===== config.mk =====
export PLATFORM = sky130hd
export DESIGN_NAME = ccsds_turbo_enc_rsc_flat
export DESIGN_NICKNAME = d
export VERILOG_FILES = /design/src/rtl/ccsds_turbo_enc_rsc_if.sv /design/src/rtl/ccsds_turbo_enc_rsc.sv /design/src/flat_wrapper.sv
export SDC_FILE = /design/constraint.sdc
export NUM_CORES = 1
export LEC_CHECK = 0
export CELL_PAD_IN_SITES_DETAIL_PLACEMENT = 1
export CELL_PAD_IN_SITES_GLOBAL_PLACEMENT = 2
export CORE_ASPECT_RATIO = 1.1
export CORE_MARGIN = 2
export CORE_UTILIZATION = 34
export CTS_CLUSTER_DIAMETER = 40
export DETAILED_ROUTE_END_ITERATION = 6
export PLACE_DENSITY_LB_ADDON = 0.1
export SLEW_MARGIN = 20
export SYNTH_ARGS = -nofsm -noshare
export SYNTH_HDL_FRONTEND = slang
export SYNTH_SLANG_ARGS = --single-unit

===== constraint.sdc =====
create_clock -name clk -period 4.23 [get_ports clk]
set_input_delay 0.6345 -clock clk [delete_from_list [all_inputs] [get_ports clk]]
set_output_delay 0.6345 -clock clk [all_outputs]
set_load 0.01 [all_outputs]

===== src/rtl/ccsds_turbo_enc_rsc_if.sv =====
// Encoder-side bundle: block control, info-buffer read port and the coded symbol stream.
// master = encoder, slave = buffer/consumer side.
interface ccsds_turbo_enc_rsc_if #(
   parameter int AW = 14
);
   logic          i_start;
   logic          o_busy;
   logic          o_read;
   logic [AW-1:0] o_idx;
   logic          i_data;
   logic          o_valid;
   logic          o_sys;
   logic [2:0]    o_par;
   logic          o_tail;
   logic          o_last;
   logic          o_done;

   modport master (
      input  i_start, i_data,
      output o_busy, o_read, o_idx, o_valid, o_sys, o_par, o_tail, o_last, o_done
   );

   modport slave (
      output i_start, i_data,
      input  o_busy, o_read, o_idx, o_valid, o_sys, o_par, o_tail, o_last, o_done
   );
endinterface


===== src/rtl/ccsds_turbo_enc_rsc.sv =====
// CCSDS 16-state RSC constituent encoder: K info symbols then 4 tail symbols, symbol n valid 2 cycles
// after its read, no backpressure. CCSDS_TURBO_RSC_RUNTIME_K_EN adds a per-block length input i_k.
module ccsds_turbo_enc_rsc #(
   parameter int K  = 8920,
   parameter int AW = 14
) (
   input  logic          clk,
   input  logic          rst,
`ifdef CCSDS_TURBO_RSC_RUNTIME_K_EN
   input  logic [AW-1:0] i_k,
`endif
   ccsds_turbo_enc_rsc_if.master bus
);
   localparam logic [1:0] S_IDLE  = 2'd0;
   localparam logic [1:0] S_RUN   = 2'd1;
   localparam logic [1:0] S_FLUSH = 2'd2;
   localparam logic [1:0] S_TAIL  = 2'd3;

   logic [1:0]    state;
   logic [AW-1:0] idx;
   logic [AW-1:0] last_idx;
   logic [1:0]    tcnt;
   logic          rd;
   logic          rd_q;
   logic          busy;
   logic [1:4]    d;
   logic          vld;
   logic          sys;
   logic [2:0]    par;
   logic          tail;
   logic          last;

   logic          accept;
   logic          step;
   logic          u;
   logic          a;
   logic [2:0]    par_n;

`ifdef CCSDS_TURBO_RSC_RUNTIME_K_EN
   localparam logic [AW-1:0] K_W = AW'(K);

   // Out-of-range lengths fall back to the build-time maximum.
   always_ff @(posedge clk) begin
      if (rst) begin
         last_idx <= K_W - AW'(1);
      end else if (accept) begin
         last_idx <= ((i_k == '0) || (i_k > K_W)) ? K_W - AW'(1) : i_k - AW'(1);
      end
   end
`else
   assign last_idx = AW'(K - 1);
`endif

   assign accept = (state == S_IDLE) && bus.i_start && !busy;
   // rd_q marks the cycle a requested buffer bit is on i_data.
   assign step   = rd_q || (state == S_TAIL);

   always_comb begin
      u     = (state == S_TAIL) ? (d[3] ^ d[4]) : bus.i_data;
      a     = u ^ d[3] ^ d[4];
      par_n = {a ^ d[1] ^ d[2] ^ d[3] ^ d[4],
               a ^ d[2] ^ d[4],
               a ^ d[1] ^ d[3] ^ d[4]};
   end

   always_ff @(posedge clk) begin
      if (rst) begin
         state <= S_IDLE;
         idx   <= '0;
         tcnt  <= '0;
         rd    <= 1'b0;
         rd_q  <= 1'b0;
         busy  <= 1'b0;
         d     <= '0;
         vld   <= 1'b0;
         sys   <= 1'b0;
         par   <= '0;
         tail  <= 1'b0;
         last  <= 1'b0;
      end else begin
         rd_q <= rd;
         vld  <= step;
         sys  <= step & u;
         par  <= step ? par_n : 3'b000;
         tail <= (state == S_TAIL);
         last <= (state == S_TAIL) && (tcnt == 2'd3);
         if (step) d <= {a, d[1:3]};
         if (accept)    busy <= 1'b1;
         else if (last) busy <= 1'b0;

         case (state)
            S_IDLE: begin
               if (accept) begin
                  state <= S_RUN;
                  rd    <= 1'b1;
                  idx   <= '0;
                  d     <= '0;
               end
            end
            S_RUN: begin
               if (idx == last_idx) begin
                  state <= S_FLUSH;
                  rd    <= 1'b0;
                  idx   <= '0;
               end else begin
                  idx <= idx + AW'(1);
               end
            end
            S_FLUSH: begin
               state <= S_TAIL;
               tcnt  <= '0;
            end
            default: begin
               tcnt <= tcnt + 2'd1;
               if (tcnt == 2'd3) state <= S_IDLE;
            end
         endcase
      end
   end

   assign bus.o_busy  = busy;
   assign bus.o_read  = rd;
   assign bus.o_idx   = idx;
   assign bus.o_valid = vld;
   assign bus.o_sys   = sys;
   assign bus.o_par   = par;
   assign bus.o_tail  = tail;
   assign bus.o_last  = last;
   assign bus.o_done  = last;
endmodule


===== src/flat_wrapper.sv =====
// flat-port wrapper written by rule: the top's interface ports become plain ports
module ccsds_turbo_enc_rsc_flat 
#(
   parameter int K  = 8920,
   parameter int AW = 14
)
  (clk, rst, bus_i_start, bus_i_data, bus_o_busy, bus_o_read, bus_o_idx, bus_o_valid, bus_o_sys, bus_o_par, bus_o_tail, bus_o_last, bus_o_done);
  ccsds_turbo_enc_rsc_if #(.AW(AW)) bus_i ();
  input  logic clk;
  input  logic rst;
  input wire logic [$bits(bus_i.i_start)-1:0] bus_i_start;
  input wire logic [$bits(bus_i.i_data)-1:0] bus_i_data;
  output wire logic [$bits(bus_i.o_busy)-1:0] bus_o_busy;
  output wire logic [$bits(bus_i.o_read)-1:0] bus_o_read;
  output wire logic [$bits(bus_i.o_idx)-1:0] bus_o_idx;
  output wire logic [$bits(bus_i.o_valid)-1:0] bus_o_valid;
  output wire logic [$bits(bus_i.o_sys)-1:0] bus_o_sys;
  output wire logic [$bits(bus_i.o_par)-1:0] bus_o_par;
  output wire logic [$bits(bus_i.o_tail)-1:0] bus_o_tail;
  output wire logic [$bits(bus_i.o_last)-1:0] bus_o_last;
  output wire logic [$bits(bus_i.o_done)-1:0] bus_o_done;
  assign bus_i.i_start = bus_i_start;
  assign bus_i.i_data = bus_i_data;
  assign bus_o_busy = bus_i.o_busy;
  assign bus_o_read = bus_i.o_read;
  assign bus_o_idx = bus_i.o_idx;
  assign bus_o_valid = bus_i.o_valid;
  assign bus_o_sys = bus_i.o_sys;
  assign bus_o_par = bus_i.o_par;
  assign bus_o_tail = bus_i.o_tail;
  assign bus_o_last = bus_i.o_last;
  assign bus_o_done = bus_i.o_done;
  ccsds_turbo_enc_rsc #(.K(K), .AW(AW)) u_core (.clk(clk), .rst(rst), .bus(bus_i));
endmodule

==> qor.txt <==
RR Startpoint -> u_core.state[0]
RSZ-0062 raised after global routing -> false
number of buffers created by CTS -> 5
area growth from synthesis to layout -> 25.5%
Detailed Place HPWL -> 2930 um
DIE HEIGHT -> 75.2 um
most common library cells after synthesis -> dfxtp_1, nor2_1, a21oi_1, o21ai_0
dpl cell area -> 1860 um2
core region area -> 4380 um2
CTS tree -> built
Cells after Synth -> 167
Post-synth EDFFs -> 0
Die ar. -> 5170 um2
routing usage on met1 -> 19.3%
sequential cell area fraction in the yosys report -> 40.9%
Syn. warnings -> 0
Synth cell types -> 43
Final Instance Area -> 1970 um2
VDD IR max -> 0.164 mV
nets -> 203
1st-iter DRT viols -> 53
hold_buf cts -> 0
H-tree Lvls -> 2
cell family with most CP delay -> simple AND/OR/NAND/NOR gates
vias in the first global route -> 1447
share of layout cells above drive strength 1 -> 6.70%
instance count on the critical path -> 6
Boundary Pins -> 28
Fillers -> 516
top cells by area, synth -> dfxtp_1, ha_1, xor2_1
WP data required -> 4.37 ns
outcome -> finished, final reports clean
Yosys reg bits -> 32
largest net degree at the start of global routing -> 19
clock latency on the worst-skew pair -> 0.28 ns
critical path type -> flip-flop to flip-flop
Root Buffer -> clkbuf_8
Critical Path End Type -> flip-flop
crit path launch -> u_core.state[0]
Seq. cell area -> 641 um2
cell with the most instances after synthesis -> dfxtp_1
setup violators final -> 0
asr flop ratio synth -> 0%
slowest stage delay, CP -> 0.69 ns
global-route wire length before repair -> 6670 um
relative slew slack -> 46.0%
Fin. Hold Viols -> 0
Worst R2R End -> u_core.bus.o_idx[2]
die width -> 68.7 um
Design Power -> 0.000910 W
DRT Pass-1 Iters -> 4
clk_skew -> 0.00444 ns
# rows -> 25
Cell Area, Synth -> 1570 um2
n_diodes -> 0
Synth top area share -> 40.9%
total number of vias -> 1369
# Post-CTS Setup Buffers -> 0
initial antenna violation count -> 0
prevailing post-synth register cell -> dfxtp_1
met2 usage in global routing -> 31.7%
wire per inst -> 16.3 um
number of port buffers -> 27
flop2flop setup slack -> 1.80 ns
CP max-delay cell -> o21bai_1
Clk pin slew, worst setup/hold paths -> 0.07 ns
Synth area leader -> dfxtp_1
post-route minimum period -> 2.43 ns
Crit path buffers/inverters -> 1
CTS sink cnt -> 32
Max Cap Viol -> 0
setup TNS -> 0 ns
largest fanout on the critical path -> 13
LEAKAGE -> 0.677 nW
Multi-input gate area -> 858 um2
GR Util All Layers -> 17.5%
gpl congestion -> 0.745
Worst Max-Slew Pin Slew -> 0.808 ns
Worst Reg-to-Reg Cells -> 6
clock buffer depth -> 2
Data arrival, critical path -> 2.57 ns
Worst Hold Class -> flip-flop to flip-flop
Mean Syn Cell Area -> 9.39 um2
power density cells -> 463 nW/um2
critical path's most frequent cell -> nor2_1
syn nets -> 177
Max Freq -> 412 MHz
DRC -> 0
Via density -> 5.52
Worst Setup Start Kind -> flip-flop
routing usage on met3 -> 5.08%
starting density of the core -> 35.8%
critical path, cell by cell -> inv_1, ha_1, nor2b_1, nor2_1, o21bai_1, nor2_1
GR peak layer -> met2
post_cts resized -> 0
GR Overflow Total -> 0
DRT Wirelength -> 4040 um
Max Slew Vio Count -> 0
end of the critical path -> u_core.bus.o_idx[2]
Final Cycle Share -> 57.4%
DRT antenna net count -> 0
-- report_power, final --
| part | internal [W] | switching (W) | total (W) |
|---|---|---|---|
| clock network | 0.000175 | 0.000118 | 0.000292 |
| logic | 0.000109 | 0.000149 | 0.000258 |
| registers | 0.000332 | 0.0000276 | 0.000360 |
| total | 0.000616 | 0.000294 | 0.000910 |
-- tightest hold or removal path, cell delays in order, from the launching register on --
cell	delay [ns]
dfxtp_1	0.32
nand2_1	0.06
a21oi_1	0.05
-- cells by family after synthesis --
family                     count (synthesis)  share of synthesized area (%)
and+or+nand+nor                           61                           23.0
AOI/OAI and AO/OA                         39                           16.5
DFF                                       32                           40.9
buffers and inverters                     14                           4.39
xor gates and xnor gates                  13                           9.18
adders and majority gates                  6                           4.79
muxes                                      2                           1.28
-- cells in the final DEF (no fill, tap or decap), drive strengths merged, types with 2 or more instances in the layout --
cell	n
dfxtp	32
clkdlybuf4s50	27
nor2	14
a21oi	13
o21ai	12
xor2	8
nand2	8
inv	6
nor3	6
ha	6
clkbuf	6
o2111ai	5
nand4	4
or3	4
nor2b	3
nand4b	3
nand3b	3
xnor2	3
nand2b	2
o211ai	2
mux2i	2
xor3	2
or2	2
a2111oi	2
nor4	2
and2	2
-- area by class of cell --
type,count,share of cell area [%]
clock inverters,2,1.78
well taps,54,3.44
repair buffers,27,13.7
clock buffers,6,3.69
inverters,6,1.15
flip-flops and latches,32,32.6
multi-input cells,121,43.6
-- through the flow --
stage	hold WS [ns]	util [%]	setup slack, ns	instances
finish	0.472	44.9	1.80	248
detailed placement	0.462	42.5	1.60	240
global route	0.504	44.9	1.56	248
floorplan	0.441	-	2.51	167
CTS	0.473	44.9	1.80	248
global placement	0.455	42.5	1.71	240
-- worst min-delay path by stage --
stage,startpoint,to,cells past startpoint,slack [ns]
final,u_core.d[4],u_core.d[4],2,0.47
after global routing,u_core.d[4],u_core.d[4],2,0.50
after CTS,u_core.d[4],u_core.d[4],2,0.47
after detailed placement,u_core.d[4],u_core.d[4],2,0.46
after global placement,u_core.d[4],u_core.d[4],2,0.46
after floorplan,u_core.d[4],u_core.d[4],2,0.44
-- registers in the layout, summed over array words and instances (netlist names) --
name / count
u_core.bus.o_read: 1
u_core.bus.o_valid: 1
u_core.bus.o_busy: 1
u_core.tcnt: 2
u_core.bus.o_tail: 1
u_core.bus.o_done: 1
u_core.rd_q: 1
u_core.bus.o_par: 3
u_core.d: 4
u_core.bus.o_sys: 1
u_core.state: 2
u_core.bus.o_idx: 14
-- routing by layer --
layer	share of wire, %	up-vias
met5	0	-
met4	2.0	0
met3	5.4	13
met2	50	48
met1	42	656
li1	-	652
Power figures use the tool's default switching activity.
